$ cat config.mk
export PLATFORM = sky130hd
export DESIGN_NAME = pipeline_if_stage1
export DESIGN_NICKNAME = d
export VERILOG_FILES = /design/src/rtl/pipeline_if_stage1.sv
export SDC_FILE = /design/constraint.sdc
export NUM_CORES = 1
export LEC_CHECK = 0
export CAP_MARGIN = 25
export CORE_MARGIN = 10
export CORE_UTILIZATION = 50
export DETAILED_ROUTE_END_ITERATION = 8
export PLACE_DENSITY_LB_ADDON = 0.08
export REMOVE_ABC_BUFFERS = 1
export SLEW_MARGIN = 10
export SYNTH_ARGS = -nofsm -noshare
export SYNTH_HDL_FRONTEND = slang
export SYNTH_SLANG_ARGS = --single-unit
export TNS_END_PERCENT = 100
$ cat constraint.sdc
create_clock -name clk -period 11.6 [get_ports clk]
set_clock_uncertainty 0.15 [all_clocks]
set_input_delay 3.48 -clock clk [delete_from_list [all_inputs] [get_ports clk]]
set_output_delay 3.48 -clock clk [all_outputs]
set_load 0.01 [all_outputs]
$ cat src/rtl/pipeline_if_stage1.sv
// Instruction fetch stage: owns the fetch PC, runs a single-outstanding req/gnt/rvalid
// handshake to instruction memory and buffers responses ahead of the decode stage.
module pipeline_if_stage1 #(
  parameter logic [63:0] RESET_PC   = 64'h0000_0000_8000_0000,
  parameter logic [31:0] NOP_INST   = 32'h0000_0013,
  parameter int          FIFO_DEPTH = 2
) (
  input  logic        clk,
  input  logic        reset,
  input  logic        stall,
  input  logic        redirect_valid,
  input  logic [63:0] redirect_pc,
  output logic        imem_req,
  output logic [63:0] imem_addr,
  input  logic        imem_gnt,
  input  logic        imem_rvalid,
  input  logic [31:0] imem_rdata,
  output logic [31:0] instruction_IF,
  output logic [63:0] pc_IFR,
  output logic        if_valid
);

  // state | meaning
  // REQ   | request pending (asserted while the buffer has room)
  // WAIT  | granted, awaiting rvalid; data will be delivered
  // DRAIN | granted, awaiting rvalid; data will be discarded (redirected)
  typedef enum logic [1:0] {
    S_REQ   = 2'd0,
    S_WAIT  = 2'd1,
    S_DRAIN = 2'd2
  } state_e;

  localparam int PW = (FIFO_DEPTH > 1) ? $clog2(FIFO_DEPTH) : 1;
  localparam int CW = $clog2(FIFO_DEPTH + 1);
  localparam logic [CW-1:0] DEPTH_C  = CW'(FIFO_DEPTH);
  localparam logic [PW-1:0] LAST_PTR = PW'(FIFO_DEPTH - 1);

  state_e        state_q, state_d;
  logic [63:0]   pc_fetch_q, pc_fetch_d;
  logic [63:0]   req_pc_q, req_pc_d;
  logic [31:0]   inst_q, inst_d;
  logic [63:0]   pc_ifr_q, pc_ifr_d;
  logic          valid_q, valid_d;

  logic [63:0]   fifo_pc_q   [FIFO_DEPTH];
  logic [31:0]   fifo_inst_q [FIFO_DEPTH];
  logic [PW-1:0] rd_ptr_q, rd_ptr_d;
  logic [PW-1:0] wr_ptr_q, wr_ptr_d;
  logic [CW-1:0] count_q, count_d;

  logic          fetch_req;
  logic          deliver;
  logic          push;
  logic          pop;

  always_comb begin
    state_d    = state_q;
    pc_fetch_d = pc_fetch_q;
    req_pc_d   = req_pc_q;
    fetch_req  = 1'b0;
    deliver    = 1'b0;
    case (state_q)
      S_REQ: begin
        fetch_req = !reset && (count_q < DEPTH_C);
        if (fetch_req && imem_gnt) begin
          req_pc_d   = pc_fetch_q;
          pc_fetch_d = pc_fetch_q + 64'd4;
          state_d    = redirect_valid ? S_DRAIN : S_WAIT;
        end
      end
      S_WAIT: begin
        if (imem_rvalid) begin
          state_d = S_REQ;
          deliver = !redirect_valid;
        end else if (redirect_valid) begin
          state_d = S_DRAIN;
        end
      end
      S_DRAIN: begin
        if (imem_rvalid) state_d = S_REQ;
      end
      default: state_d = S_REQ;
    endcase
    // Redirect overrides any increment, so a discarded grant never advances the PC.
    if (redirect_valid) pc_fetch_d = {redirect_pc[63:2], 2'b00};
  end

  always_comb begin
    inst_d   = inst_q;
    pc_ifr_d = pc_ifr_q;
    valid_d  = valid_q;
    push     = 1'b0;
    pop      = 1'b0;
    if (redirect_valid) begin
      inst_d  = NOP_INST;
      valid_d = 1'b0;
    end else if (!stall) begin
      if (count_q != '0) begin
        inst_d   = fifo_inst_q[rd_ptr_q];
        pc_ifr_d = fifo_pc_q[rd_ptr_q];
        valid_d  = 1'b1;
        pop      = 1'b1;
        push     = deliver;
      end else if (deliver) begin
        inst_d   = imem_rdata;
        pc_ifr_d = req_pc_q;
        valid_d  = 1'b1;
      end else begin
        inst_d  = NOP_INST;
        valid_d = 1'b0;
      end
    end else begin
      push = deliver;
    end
  end

  always_comb begin
    rd_ptr_d = rd_ptr_q;
    wr_ptr_d = wr_ptr_q;
    count_d  = count_q;
    if (redirect_valid) begin
      rd_ptr_d = '0;
      wr_ptr_d = '0;
      count_d  = '0;
    end else begin
      if (pop)  rd_ptr_d = (rd_ptr_q == LAST_PTR) ? '0 : rd_ptr_q + PW'(1);
      if (push) wr_ptr_d = (wr_ptr_q == LAST_PTR) ? '0 : wr_ptr_q + PW'(1);
      if (push && !pop)      count_d = count_q + CW'(1);
      else if (pop && !push) count_d = count_q - CW'(1);
    end
  end

  always_ff @(posedge clk) begin
    if (reset) begin
      state_q    <= S_REQ;
      pc_fetch_q <= RESET_PC;
      req_pc_q   <= RESET_PC;
      inst_q     <= NOP_INST;
      pc_ifr_q   <= 64'd0;
      valid_q    <= 1'b0;
      rd_ptr_q   <= '0;
      wr_ptr_q   <= '0;
      count_q    <= '0;
    end else begin
      state_q    <= state_d;
      pc_fetch_q <= pc_fetch_d;
      req_pc_q   <= req_pc_d;
      inst_q     <= inst_d;
      pc_ifr_q   <= pc_ifr_d;
      valid_q    <= valid_d;
      rd_ptr_q   <= rd_ptr_d;
      wr_ptr_q   <= wr_ptr_d;
      count_q    <= count_d;
    end
  end

  // Buffer storage needs no reset; occupancy is tracked by count_q alone.
  always_ff @(posedge clk) begin
    if (push) begin
      fifo_pc_q[wr_ptr_q]   <= req_pc_q;
      fifo_inst_q[wr_ptr_q] <= imem_rdata;
    end
  end

  assign imem_req       = fetch_req;
  assign imem_addr      = pc_fetch_q;
  assign instruction_IF = inst_q;
  assign pc_IFR         = pc_ifr_q;
  assign if_valid       = valid_q;

endmodule

==> results.cfg <==
[synth]
synth.yosys.seq_area_share_pct = 60.6
netlist_top_cells_area = sky130_fd_sc_hd__edfxtp_1, sky130_fd_sc_hd__dfxtp_1, sky130_fd_sc_hd__nand2_1, sky130_fd_sc_hd__a21oi_1, sky130_fd_sc_hd__mux2i_1
avgSynthCellArea_um2 = 10.8
netlist.area_leader.share_pct = 33.6
yosys_most_used_dff = sky130_fd_sc_hd__dfxtp_1
yosys.cell_count.top_type = sky130_fd_sc_hd__nand2_1
asyncSetResetFlopFracSynth_pct = 0
netlist-cell-type-count = 62
yosys_warnings = 0
synth_common_cells = sky130_fd_sc_hd__nand2_1, sky130_fd_sc_hd__dfxtp_1, sky130_fd_sc_hd__edfxtp_1, sky130_fd_sc_hd__a21oi_1, sky130_fd_sc_hd__clkbuf_1
post-synth-top-area-cell = sky130_fd_sc_hd__edfxtp_1
synth_seq_cells = 414
syn_area_um2 = 16800
gate_count_of_the_mapped_netlist = 1560
synth-edff-count = 188

[floorplanning]
die-width_um = 203
effective_utilization_at_floorplan_pct = 50.3
top_level_ports = 264
fp.dieArea_um2 = 41300
chipHeight_um = 203
floorplan.core_area_um2 = 33400
placement_rows = 67

[final_layout]
drive_gt1_share_pct = 7.62
post-route-cell-area_um2 = 21000
n_antenna_cell = 0
filler_cell_count = 2805
num-nets-final = 1867
final_core_util_pct = 62.8
relative_area_change_from_synthesis_to_final_layout_pct = 24.9

[sta]
setup_tns_ns = 0
maxClockFrequency_mhz = 120
period_share_pct = 72.0
transition_time_at_the_pin_with_the_least_slew_margin_ns = 1.04
timing.final.setup_violations = 0
fin_hold_ws_ns = 0.300
timing.slew.headroom_pct = 30.4
min_cycle_time_layout_ns = 8.35
slew_viol_final = 0
rsz0062_at_grt = false
timing.final.hold_violations = 0

[drt]
detailroute.via_count = 12900
firstDrtPassIters = 5
met2RoutedLength_um = 22800
wirelength_met1_um = 20600
met3_wirelength_um = 3060
detail_route.iter0.violations = 1004
ant_nets = 0
routed_wl_per_cell_um = 21.1
route.top_layer_used = met4
drt_drc_violations_left = 0
routed_via_density = 5.75
totalWireLength_um = 47400

[global_routing]
groute.usage.overall_pct = 22.2
via_count_of_the_first_global_routing_pass = 13000
grt_overflow = 0
grt_antenna_before_repair = 1
grt_pass1_wl_um = 74100
maximum_number_of_pins_on_one_net_before_global_route_repair = 93

[power_and_ir_drop]
totalPowerFinal_uw = 3060
power.leakage_uw = 0.00669
peakVddDrop_v = 0.000112
power.density_nw_per_um2 = 146

[critical_path]
critPathBufInv = 2
endpoint_kind = output port
crit_fanout = 15
timing.critical_path.cells = buf_6 -> nor4_4 -> clkdlybuf4s50_1
timing.critical_path.slowest_cell_delay_ns = 0.66
cp_data_required_time_ns = 7.97
cp_data_arrival_time_ns = 4.72
timing.critical_path.slowest_stage_cell = sky130_fd_sc_hd__clkdlybuf4s50_1
critical-path-top-delay-family = buffers and inverters
start_kind = input port
setup.worst_path.class = input port to output port

[placed_design]
postPlaceCellArea_um2 = 19600
dpl.hpwl_um = 29700
numPortBuffers = 257
place.gp.congestion = 0.830

[clock_tree]
clk_root_buffer_cell = sky130_fd_sc_hd__clkbuf_16
cts_buffers = 44
clk_pin_slew_ns = 0.06
htree_num_levels = 2
post_cts.repair.setup_buffers = 0
post_cts_hold_buffer_count = 0
clkSinkCount = 414
worst_skew_pair.late_latency_ns = 0.53
tritoncts = done
postCtsResizedCells = 0
clockBufferDepth = 3

[status]
outcome = complete, no violations

[flow_run]
max_cap_violations = 0

[worst_hold_path]
timing.hold.worst.class = flop to flop
## where the power goes
group	switching (µW)	total [µW]	internal, µW
logic	89.7	172	81.9
registers	35.7	1580	1540
clock network	546	1310	760
## cell usage in the layout (no fill, tap or decap), types with 25 or more instances in the layout
cell                              instances
sky130_fd_sc_hd__nand2_1                299
sky130_fd_sc_hd__nand3_1                 26
sky130_fd_sc_hd__nor2_1                  82
sky130_fd_sc_hd__o211ai_1                72
sky130_fd_sc_hd__a21oi_1                143
sky130_fd_sc_hd__nand4_1                 25
sky130_fd_sc_hd__mux2i_1                 69
sky130_fd_sc_hd__dfxtp_1                225
sky130_fd_sc_hd__a222oi_1                29
sky130_fd_sc_hd__mux2_2                  29
sky130_fd_sc_hd__clkdlybuf4s50_1        255
sky130_fd_sc_hd__clkbuf_16               45
sky130_fd_sc_hd__edfxtp_1               188
## registers in the layout, indices dropped and copies added (netlist names), 2 cells and up, named ones only
signal and flops:
count_q 2, fifo_inst_q 64, fifo_pc_q 124, imem_addr 62, instruction_IF 32, pc_IFR 62
req_pc_q 62, state_q 2
## logic make-up after synthesis
group	Yosys count	share of synthesized area, %
muxes	98	6.06
and+or+nand+nor	552	15.3
xor gates and xnor gates	28	1.46
buffers and inverters	137	3.31
other	1	0.0223
AOI/OAI and AO/OA	328	13.1
adders and majority gates	2	0.149
DFF	414	60.6
## path summary, 6_finish.rpt
| path | end | slack (ns) | start | cells after the start |
|---|---|---|---|---|
| setup / recovery | imem_req | 3.25 | reset | 3 |
| hold / removal | pc_IFR[46] | 0.30 | pc_IFR[46] | 2 |
| setup reg to reg | fifo_pc_q[1][36] | 8.30 | count_q[1] | 5 |
| hold reg to reg | pc_IFR[46] | 0.30 | pc_IFR[46] | 2 |
## tightest hold or removal path: cells and delay by family (launching register included)
kind | cells | cell delay (ns)
AND/OR/NAND/NOR | 1 | 0.05
AO/OA/AOI/OAI | 1 | 0.05
flip-flops | 1 | 0.30
## cell type report
class	count	area (µm²)	share of cell area [%]
clock inverter	16	97.6	0.466
timing repair buffer	281	2750	13.1
multi-input combinational	1012	6110	29.1
tap	448	561	2.67
sequential	414	10200	48.5
clock buffer	64	1240	5.90
inverter	10	37.5	0.179
## through the flow
step	worst slack, ns	std cells
after detailed placement	3.27	2164
final	3.25	2245
after CTS	3.26	2244
after global placement	3.29	2164
after global routing	3.18	2245
after floorplan	-0.864	1436
## per-layer routing
| layer | GRT usage (%) | vias up |
|---|---|---|
| met5 | 0 | - |
| met4 | 5.70 | 0 |
| met3 | 4.87 | 60 |
| met2 | 36.8 | 382 |
| met1 | 29.0 | 6311 |
| li1 | - | 6160 |
Note: power is estimated with default switching activity, not from simulation.
